<file path="config.mk">
export PLATFORM = sky130hd
export DESIGN_NAME = dmem_arbiter
export DESIGN_NICKNAME = d
export VERILOG_FILES = /design/src/rtl/dmem_arbiter.sv
export SDC_FILE = /design/constraint.sdc
export NUM_CORES = 1
export LEC_CHECK = 0
export CORE_ASPECT_RATIO = 2
export CORE_MARGIN = 4
export CORE_UTILIZATION = 40
export DETAILED_ROUTE_END_ITERATION = 8
export PLACE_DENSITY = 0.8
export SLEW_MARGIN = 20
export SYNTH_ARGS = -nofsm -noshare
export SYNTH_HDL_FRONTEND = slang
export SYNTH_SLANG_ARGS = --single-unit
</file>
<file path="constraint.sdc">
create_clock -name clk -period 6.3 [get_ports clk]
set_clock_uncertainty 0.1 [all_clocks]
set_input_delay 0.945 -clock clk [delete_from_list [all_inputs] [get_ports clk]]
set_output_delay 0.945 -clock clk [all_outputs]
set_load 0.02 [all_outputs]
</file>
<file path="src/rtl/dmem_arbiter.sv">
// ============================================================================
// Module   : dmem_arbiter
// Brief    : Two-port data-memory arbiter. Port A (CPU MEM stage) and port B
//            (loader/debug) share one synchronous-read data RAM. Each access
//            is serialised through IDLE -> ISSUE -> CAPTURE -> ACK, so a
//            request seen in IDLE is acknowledged three cycles later.
//            After ACK the other port is served back-to-back if it is waiting.
// Options  : DMEM_ARB_RR_EN - when defined, simultaneous requests are granted
//            round-robin using a last-owner register; when undefined, port A
//            always wins simultaneous requests.
// Revision : 1.0 - initial release
// ============================================================================
`default_nettype none

module dmem_arbiter (
  input  logic        clk,
  input  logic        rst,
  // Port A: CPU MEM stage
  input  logic        a_req,
  input  logic        a_we,
  input  logic [31:0] a_addr,
  input  logic [31:0] a_wdata,
  output logic        a_ack,
  output logic [31:0] a_rdata,
  output logic        a_stall,
  // Port B: loader / debug
  input  logic        b_req,
  input  logic        b_we,
  input  logic [31:0] b_addr,
  input  logic [31:0] b_wdata,
  output logic        b_ack,
  output logic [31:0] b_rdata,
  output logic        b_stall,
  // Data RAM (synchronous read, data valid one cycle after ram_re)
  output logic        ram_re,
  output logic        ram_we,
  output logic [31:0] ram_addr,
  output logic [31:0] ram_wdata,
  input  logic [31:0] ram_rdata
);

  typedef enum logic [1:0] {
    IDLE    = 2'd0,
    ISSUE   = 2'd1,
    CAPTURE = 2'd2,
    ACK     = 2'd3
  } state_t;

  state_t      r_state;
  // Latched attributes of the in-flight access. The latched address and
  // write data live directly in ram_addr / ram_wdata so the RAM bus holds
  // the last latched values between accesses.
  logic        r_we;
  logic        r_owner_b;   // 0 = port A owns the access, 1 = port B

`ifdef DMEM_ARB_RR_EN
  logic        r_last_b;    // 1 = port B was granted most recently
`endif

  // Grant selection for the current cycle
  logic        w_take;      // a new access is latched at the next edge
  logic        w_sel_b;     // the access to latch comes from port B
  logic        w_sel_we;
  logic [31:0] w_sel_addr;
  logic [31:0] w_sel_wdata;

  // Pick the next winner: arbitration in IDLE, hand-over to the other port in ACK
  always_comb begin
    w_take  = 1'b0;
    w_sel_b = 1'b0;
    case (r_state)
      IDLE: begin
        w_take = a_req | b_req;
`ifdef DMEM_ARB_RR_EN
        // On a tie the port that was not granted last wins.
        w_sel_b = b_req & (~a_req | ~r_last_b);
`else
        // On a tie port A wins.
        w_sel_b = b_req & ~a_req;
`endif
      end
      ACK: begin
        // The owner's own request is ignored here; only the other port may
        // be served back-to-back.
        w_sel_b = ~r_owner_b;
        w_take  = r_owner_b ? a_req : b_req;
      end
      default: begin
        w_take  = 1'b0;
        w_sel_b = 1'b0;
      end
    endcase
    w_sel_we    = w_sel_b ? b_we    : a_we;
    w_sel_addr  = w_sel_b ? b_addr  : a_addr;
    w_sel_wdata = w_sel_b ? b_wdata : a_wdata;
  end

  // Access sequencer: latches the winner, strobes the RAM, captures read data, acks
  always_ff @(posedge clk or posedge rst) begin
    if (rst) begin
      r_state   <= IDLE;
      r_we      <= 1'b0;
      r_owner_b <= 1'b0;
      ram_addr  <= 32'h0;
      ram_wdata <= 32'h0;
      ram_re    <= 1'b0;
      ram_we    <= 1'b0;
      a_ack     <= 1'b0;
      b_ack     <= 1'b0;
      a_rdata   <= 32'h0;
      b_rdata   <= 32'h0;
`ifdef DMEM_ARB_RR_EN
      r_last_b  <= 1'b1;
`endif
    end else begin
      // Strobes and acks are single-cycle pulses unless re-armed below.
      ram_re <= 1'b0;
      ram_we <= 1'b0;
      a_ack  <= 1'b0;
      b_ack  <= 1'b0;
      case (r_state)
        IDLE, ACK: begin
          if (w_take) begin
            r_we      <= w_sel_we;
            r_owner_b <= w_sel_b;
            ram_addr  <= w_sel_addr;
            ram_wdata <= w_sel_wdata;
            // Strobe is registered so it is high exactly during ISSUE.
            ram_re    <= ~w_sel_we;
            ram_we    <= w_sel_we;
`ifdef DMEM_ARB_RR_EN
            r_last_b  <= w_sel_b;
`endif
            r_state   <= ISSUE;
          end else begin
            r_state   <= IDLE;
          end
        end
        ISSUE: begin
          r_state <= CAPTURE;
        end
        CAPTURE: begin
          // Read data from the RAM is valid now; only the owner's register
          // is written, and only for reads.
          if (!r_we) begin
            if (r_owner_b) begin
              b_rdata <= ram_rdata;
            end else begin
              a_rdata <= ram_rdata;
            end
          end
          a_ack   <= ~r_owner_b;
          b_ack   <= r_owner_b;
          r_state <= ACK;
        end
        default: begin
          r_state <= IDLE;
        end
      endcase
    end
  end

  // Stall holds the requester's pipeline until its ack arrives
  assign a_stall = a_req & ~a_ack;
  assign b_stall = b_req & ~b_ack;

endmodule

`default_nettype wire

</file>
==> results of run 1 <==
## cell families (layout without fill, tap and decap cells)
family,after synthesis,after routing,share of synthesized area
muxes,195,195,0.372
adders and majority gates,3,3,0.00638
and+or+nand+nor,10,10,0.00999
other,0,1,0
AOI/OAI and AO/OA,5,5,0.00595
buffers and inverters,27,340,0.0270
DFF,136,136,0.578
## critical path, stage by stage
cell and delay [ps]:
clkdlybuf4s50_1 480, inv_1 90, a31oi_4 850, buf_4 570
mux2_2 400, mux2_2 270
## state kept, by name, summed over array words and instances (netlist names)
signal and count:
a_rdata 32, b_rdata 32, ram_addr 32, ram_wdata 32
r_state 2, a_ack 1, b_ack 1, r_owner_b 1
r_we 1, ram_re 1, ram_we 1
## synthesized netlist by cell type
cell type | count | area (µm²)
mux2_2 | 146 | 1640
dfrtp_1 | 136 | 3400
mux2_1 | 46 | 518
buf_2 | 10 | 50.1
inv_1 | 6 | 22.5
buf_6 | 5 | 56.3
ha_1 | 3 | 37.5
mux2i_1 | 3 | 30.0
nor2b_1 | 3 | 18.8
a21o_1 | 2 | 15.0
and2_1 | 2 | 12.5
buf_1 | 2 | 7.51
buf_4 | 2 | 15.0
clkbuf_1 | 2 | 7.51
a21oi_2 | 1 | 8.76
a31oi_1 | 1 | 6.26
and3_1 | 1 | 6.26
nand2_1 | 1 | 3.75
nand3_1 | 1 | 5.00
nor2_1 | 1 | 3.75
nor2b_2 | 1 | 8.76
o21ai_1 | 1 | 5.00
## metal layers
layer,vias to the layer above,part of all wire,global-route usage
met5,-,0,0
met4,0,0.022,0.0660
met3,24,0.076,0.0636
met2,190,0.57,0.397
met1,2113,0.34,0.204
li1,1931,-,-
## worst paths after layout
path,start,to,slack (ps),cells past startpoint
setup / recovery,a_req,ram_wdata[26],2840,6
hold / removal,ram_wdata[28],ram_wdata[28],390,1
setup reg to reg,r_state[1],ram_wdata[26],3170,6
hold reg to reg,ram_wdata[28],ram_wdata[28],390,1
max in group asynchronous,rst,ram_we,3960,3
min in group asynchronous,rst,a_rdata[31],930,2
## power by group through the flow
stage               sequential, mW  combinational [mW]  clock, mW
floorplan                     2.09                1.02          0
global placement              1.55                2.73          0
detailed placement            1.58                2.78          0
CTS                           1.57                2.79      0.991
global route                  1.63                2.93       1.03
finish                        1.57                2.78      0.967
## through the flow
stage               utilization  hold WS [ps]  total power, mW
floorplan                     -           390             3.11
global placement          0.627           374             4.29
detailed placement        0.627           382             4.37
CTS                       0.667           396             5.36
global route              0.669           419             5.59
finish                    0.669           393             5.32
## final cells by class
type	instances	share of cell area
clock buffer	19	0.0469
inverter	6	0.00285
tap	192	0.0249
antenna	1	0.000259
sequential	136	0.353
timing repair buffer	304	0.316
clock inverter	11	0.0131
multi-input combinational	213	0.244
==> results_dict.tcl, run 1 <==
set metrics [dict create \
    synth_nets 545 \
    hold_path_class "reg2reg" \
    final_area_um2 9650 \
    cp-end-kind "flip-flop" \
    fin_crit_ps 3460 \
    fin_ws_ps 2840 \
    tightest_slew_ps 1050 \
    rows 62 \
    maxCapViolations 0 \
    die_w_um 93.8 \
    setup_tns_ps 0 \
    maxSlewViolCount 0 \
    clock.fmax_ghz 0.289 \
    final_nets 847 \
    multi_input_area_um2 2350 \
    seq_area_frac_synth 0.578 \
    max-vdd-ir-drop_mv 0.310 \
    power.share.sequential 0.295 \
    antenna_found_initial 1 \
    rsz0062_at_grt "false" \
    period_share 0.549 \
    num_vias 4258 \
    gp_congestion 0.757 \
    grtUsageTotal 0.207 \
    clk_pin_slew_worst_paths_ps 60 \
    placed_cell_area_um2 9040 \
    clock_path_buffers 2 \
    crit_type "in2reg" \
    grt.overflow.total 0 \
    drt-initial-drc-count 44 \
    die-area_um2 16800 \
    layoutNonFillerInstCount 882 \
    ios 300 \
    drtAntennaViolNets 0 \
    synth_area_um2 5890 \
    grt_pass1_vias 4990 \
    p_int_mw 3.43 \
    fill_cells 1088 \
    hold_buffers 0 \
    seq_area_um2 3400 \
    grt_pass1_wl_um 26900 \
    coreArea_um2 14400 \
    grt_max_degree 77 \
    totalWireLength_um 17500 \
    io_buffers 299 \
    die_height_um 180 \
    yosysUniqueCellTypes 22 \
    p_switching_mw 1.89 \
    cp.arrival_ps 3640 \
    drc_errors 0 \
    firstDrtPassIters 4 \
    ys_warn_count 0 \
    hold_violations 0 \
    cts-root-buf "clkbuf_16" \
    preCtsSetupSlack_ps 2460 \
    cts_buffers 17 \
    crit_path_start_kind "primary input" \
    final_common_cell "clkdlybuf4s50_1" \
    initial_utilization 0.408 \
    ys_ff_latch 136 \
    avgRoutedWirePerCell_um 19.9 \
    power_frac_clock 0.182 \
    drive_above_1_share 0.270 \
    detailed_place_hpwl_um 13500 \
    cts.htree.levels 4 \
    setup_viol 0 \
    p_leak_nw 3.97 \
    switching_share 0.354 \
    cts_sinks 136 \
    crit_fanout 36 \
    cts_tree "done" \
    clk_latency_ps 400 \
    syn_area_per_cell_um2 15.7 \
    slew_headroom 0.298 \
    viasPerCell 4.83 \
    post-cts-setup-buffer-count 0 \
    p_per_area_nw_per_um2 551 \
    post_cts_resized 0 \
    mostFrequentLayoutCells "clkdlybuf4s50_1, mux2_2, dfrtp_1" \
    status "complete, no violations" \
    area_growth_pct 64.0 \
    synth_cells 376 \
    numPlacedInstances 850 \
    crit_required_ps 6480 \
    combPwrFrac 0.523 \
]
Power figures use the tool's default switching activity.
==> run 2: changes to the inputs <==
Clock period 6.3 ns to 3.62 ns, I/O delays scaled along.
==> run 2 against run 1 <==
Net effect: clock power increased by 68%; total power increased by 72%; hold slack about the same; cell count increased by 0.11%; setup slack got worse by 1800 ps; sequential share of layout area increased by 0.087 points; wire length decreased by 1.5%; die area unchanged; critical path type is now in2out.
==> results_dict.tcl, run 2 (synthesis results as in run 1) <==
set metrics [dict create \
    grt_pass1_vias 4870 \
    tightest_slew_ps 930 \
    die_w_um 93.8 \
    seq_area_um2 3400 \
    grt_max_degree 137 \
    status "complete, no violations" \
    placed_cell_area_um2 9080 \
    post_cts_resized 0 \
    diodes 0 \
    detailed_place_hpwl_um 13000 \
    crit_required_ps 2980 \
    crit_fanout 3 \
    viasPerCell 4.83 \
    avgRoutedWirePerCell_um 19.5 \
    cts_tree "done" \
    firstDrtPassIters 4 \
    mostFrequentLayoutCells "clkdlybuf4s50_1, mux2_2, dfrtp_1" \
    setup_tns_ps 0 \
    slew_headroom 0.379 \
    cts.htree.levels 4 \
    totalWireLength_um 17300 \
    rsz0062_at_grt "false" \
    fill_cells 1069 \
    crit_type "in2out" \
    rows 62 \
    coreArea_um2 14400 \
    gp_congestion 0.745 \
    period_share 0.725 \
    utilization 0.667 \
    grtUsageTotal 0.205 \
    grt_pass1_wl_um 26800 \
    area_growth_pct 63.6 \
    clk_latency_ps 400 \
    hold_buffers 0 \
    cts-root-buf "clkbuf_16" \
    drt-initial-drc-count 72 \
    drtAntennaViolNets 0 \
    finalPower_mw 9.13 \
    clock.fmax_ghz 0.381 \
    drive_above_1_share 0.272 \
    cp.arrival_ps 1980 \
    grt.overflow.total 0 \
    cts_sinks 136 \
    hold_path_class "reg2reg" \
    final_common_cell "clkdlybuf4s50_1" \
    maxSlewViolCount 0 \
    cts_buffers 17 \
    fin_crit_ps 2620 \
    multi_input_area_um2 2350 \
    clk_pin_slew_worst_paths_ps 60 \
    io_buffers 299 \
    ios 300 \
    hold_ws_ps 393 \
    cp-end-kind "output port" \
    p_per_area_nw_per_um2 948 \
    die-area_um2 16800 \
    p_leak_nw 3.94 \
    maxCapViolations 0 \
    clock_path_buffers 2 \
    max-vdd-ir-drop_mv 0.559 \
    antenna_found_initial 0 \
    final_nets 847 \
    die_height_um 180 \
    drc_errors 0 \
    setup_viol 0 \
    num_vias 4267 \
    crit_path_start_kind "primary input" \
    post-cts-setup-buffer-count 0 \
    hold_violations 0 \
    final_area_um2 9630 \
    initial_utilization 0.408 \
]
-- run 2: cell types whose count changed in the layout (fill, tap and decap cells not counted), moves of 2 or more --
cell | before | now
clkinvlp_4 | 1 | 6
inv_6 | 1 | 5
clkinv_4 | 5 | 2
buf_12 | 0 | 2
bufinv_16 | 2 | 0
clkinv_2 | 3 | 1
-- run 2: metrics by stage --
| step | std cells | setup WS (ps) |
|---|---|---|
| global route | 883 | 974 |
| CTS | 883 | 991 |
| global placement | 851 | 997 |
| finish | 883 | 997 |
| detailed placement | 851 | 989 |
| floorplan | 376 | 1280 |
-- run 2: final cells by class --
type,count,area share
repair buffers,304,0.317
clock buffers,18,0.0456
clock inverters,14,0.0120
flip-flops and latches,136,0.353
well taps,192,0.0249
inverters,6,0.00273
multi-input cells,213,0.244
-- run 2: worst paths after layout --
kind,startpoint,to,slack (ps),depth (start not counted)
max,b_req,b_stall,1000,3
min,a_rdata[22],a_rdata[22],390,1
max reg2reg,r_state[1],ram_addr[1],1340,6
min reg2reg,a_rdata[22],a_rdata[22],390,1
max in group asynchronous,rst,ram_wdata[31],2230,3
min in group asynchronous,rst,ram_wdata[12],540,3
-- run 2: worst max-delay path: stages --
cell and delay (ps):
clkdlybuf4s50_1 560, nor2b_1 230, clkdlybuf4s50_1 640
-- run 2: power breakdown --
part | switching [mW] | total (mW) | internal (mW)
clock | 0.707 | 1.62 | 0.911
sequential | 0.411 | 2.73 | 2.32
combinational | 2.19 | 4.78 | 2.59
-- run 2: routing by layer --
layer | share of wire | GRT usage | up-vias
met5 | 0 | 0 | -
met2 | 0.54 | 0.369 | 200
met4 | 0.033 | 0.0816 | 0
li1 | - | - | 1944
met1 | 0.34 | 0.216 | 2089
met3 | 0.086 | 0.0669 | 34
==> run 3: changes to the inputs <==
Clock period 3.62 ns to 2.5 ns, I/O delays scaled along.
==> run 3 against run 2 <==
Net effect: utilization is 0.56 points higher; setup slack worse by 810 ps; cell count grew 0.68%; clock power grew 41%; non-clock buffer count up 4; global-route usage decreased by 0.091 points; critical path depth did not move.
==> results_dict.tcl, run 3 (synthesis results as in run 1) <==
set metrics [dict create \
    cpPeakStageDelay_ps 660 \
    maxSlewViolCount 0 \
    cp-end-kind "output port" \
    crit_fanout 3 \
    grt_pass1_vias 4859 \
    period_share 0.925 \
    final_common_cell "clkdlybuf4s50_1" \
    clk_pin_slew_worst_paths_ps 60 \
    die-area_um2 16800 \
    fin_crit_ps 2310 \
    cts-root-buf "clkbuf_16" \
    die_height_um 180 \
    grt_max_degree 76 \
    viasPerCell 4.82 \
    avgRoutedWirePerCell_um 19.3 \
    gp_congestion 0.794 \
    firstDrtPassIters 4 \
    detailed_place_hpwl_um 13400 \
    crit_path_top_delay_cell "clkdlybuf4s50_1" \
    clock.fmax_ghz 0.432 \
    cts_buffers 17 \
    cp.arrival_ps 1840 \
    maxCapViolations 0 \
    tightest_slew_ps 460 \
    cts.htree.levels 4 \
    setup_viol 0 \
    crit_required_ps 2030 \
    hold_buffers 0 \
    post_cts_resized 0 \
    met1_usage 0.204 \
    antenna_found_initial 2 \
    die_w_um 93.8 \
    fill_cells 1112 \
    grt_pass1_wl_um 26500 \
    drive_above_1_share 0.276 \
    clock_path_buffers 2 \
    status "complete, no violations" \
    cts_tree "done" \
    gr-usage-met3 0.0615 \
    clk_latency_ps 400 \
    rows 62 \
    slew_headroom 0.693 \
    grt-busiest-layer "met2" \
    crit_type "in2out" \
    path_cells "clkdlybuf4s50_1 > nor2b_1 > clkdlybuf4s50_1" \
    finalPower_mw 13.3 \
    hold_path_class "in2async" \
    p_leak_nw 3.98 \
    drtAntennaViolNets 0 \
    mostFrequentLayoutCells "clkdlybuf4s50_1, mux2_2, dfrtp_1" \
    max-vdd-ir-drop_mv 0.754 \
    post-cts-setup-buffer-count 0 \
    grtUsageTotal 0.204 \
    hold_violations 0 \
    cp_common_cell "clkdlybuf4s50_1" \
    cts_sinks 136 \
    drt-initial-drc-count 50 \
    coreArea_um2 14400 \
    totalWireLength_um 17200 \
    area_growth_pct 65.0 \
    rsz0062_at_grt "false" \
    num_vias 4286 \
    io_buffers 299 \
    final_nets 851 \
    initial_utilization 0.408 \
    p_per_area_nw_per_um2 1370 \
    drc_errors 0 \
    ios 300 \
    grt.overflow.total 0 \
    met2_usage 0.371 \
    crit_path_start_kind "primary input" \
    setup_tns_ps 0 \
]
[run 3: layout make-up]
class	instances	area, µm²	share of cell area
flip-flops and latches	136	3400	0.350
repair buffers	308	3140	0.323
multi-input cells	213	2350	0.242
clock buffers	18	439	0.0452
well taps	192	240	0.0247
clock inverters	14	111	0.0115
inverters	6	26.3	0.00271
diodes	2	5.00	0.000515
[run 3: critical path: cells and delay by family]
kind / cells / cell delay [ps]
buf+inv: 2 / 1200
simple gates: 1 / 260
[run 3: final timing paths]
path                            cells past startpoint          start       endpoint  slack [ps]
worst min-delay path                                3            rst     b_rdata[6]         340
min in group clk                                    1  ram_wdata[28]  ram_wdata[28]         390
max in group asynchronous                           3            rst    ram_addr[0]        1590
worst max-delay path                                3          b_req        b_stall         190
worst max register to register                      6     r_state[0]    ram_addr[0]         320
worst min register to register                      1  ram_wdata[28]  ram_wdata[28]         390
[run 3: layer usage]
| metal | up-vias | wire (µm) |
|---|---|---|
| met5 | - | 0 |
| met4 | 0 | 769 |
| met3 | 42 | 1350 |
| met2 | 201 | 9310 |
| met1 | 2088 | 5740 |
| li1 | 1955 | - |
[run 3: report_power, final]
group	switching (mW)	internal, mW
combinational	3.19	3.85
sequential	0.587	3.36
clock	0.979	1.31
[run 3: stage by stage]
stage	instance area, µm²	setup slack, ps	std cells	utilization	hold WS (ps)
after floorplan	5890	332	376	-	390
after global placement	9160	157	855	0.635	369
final	9710	187	889	0.673	341
after global routing	9710	137	889	0.673	364
after CTS	9710	144	887	0.673	350
after detailed placement	9160	109	855	0.635	378
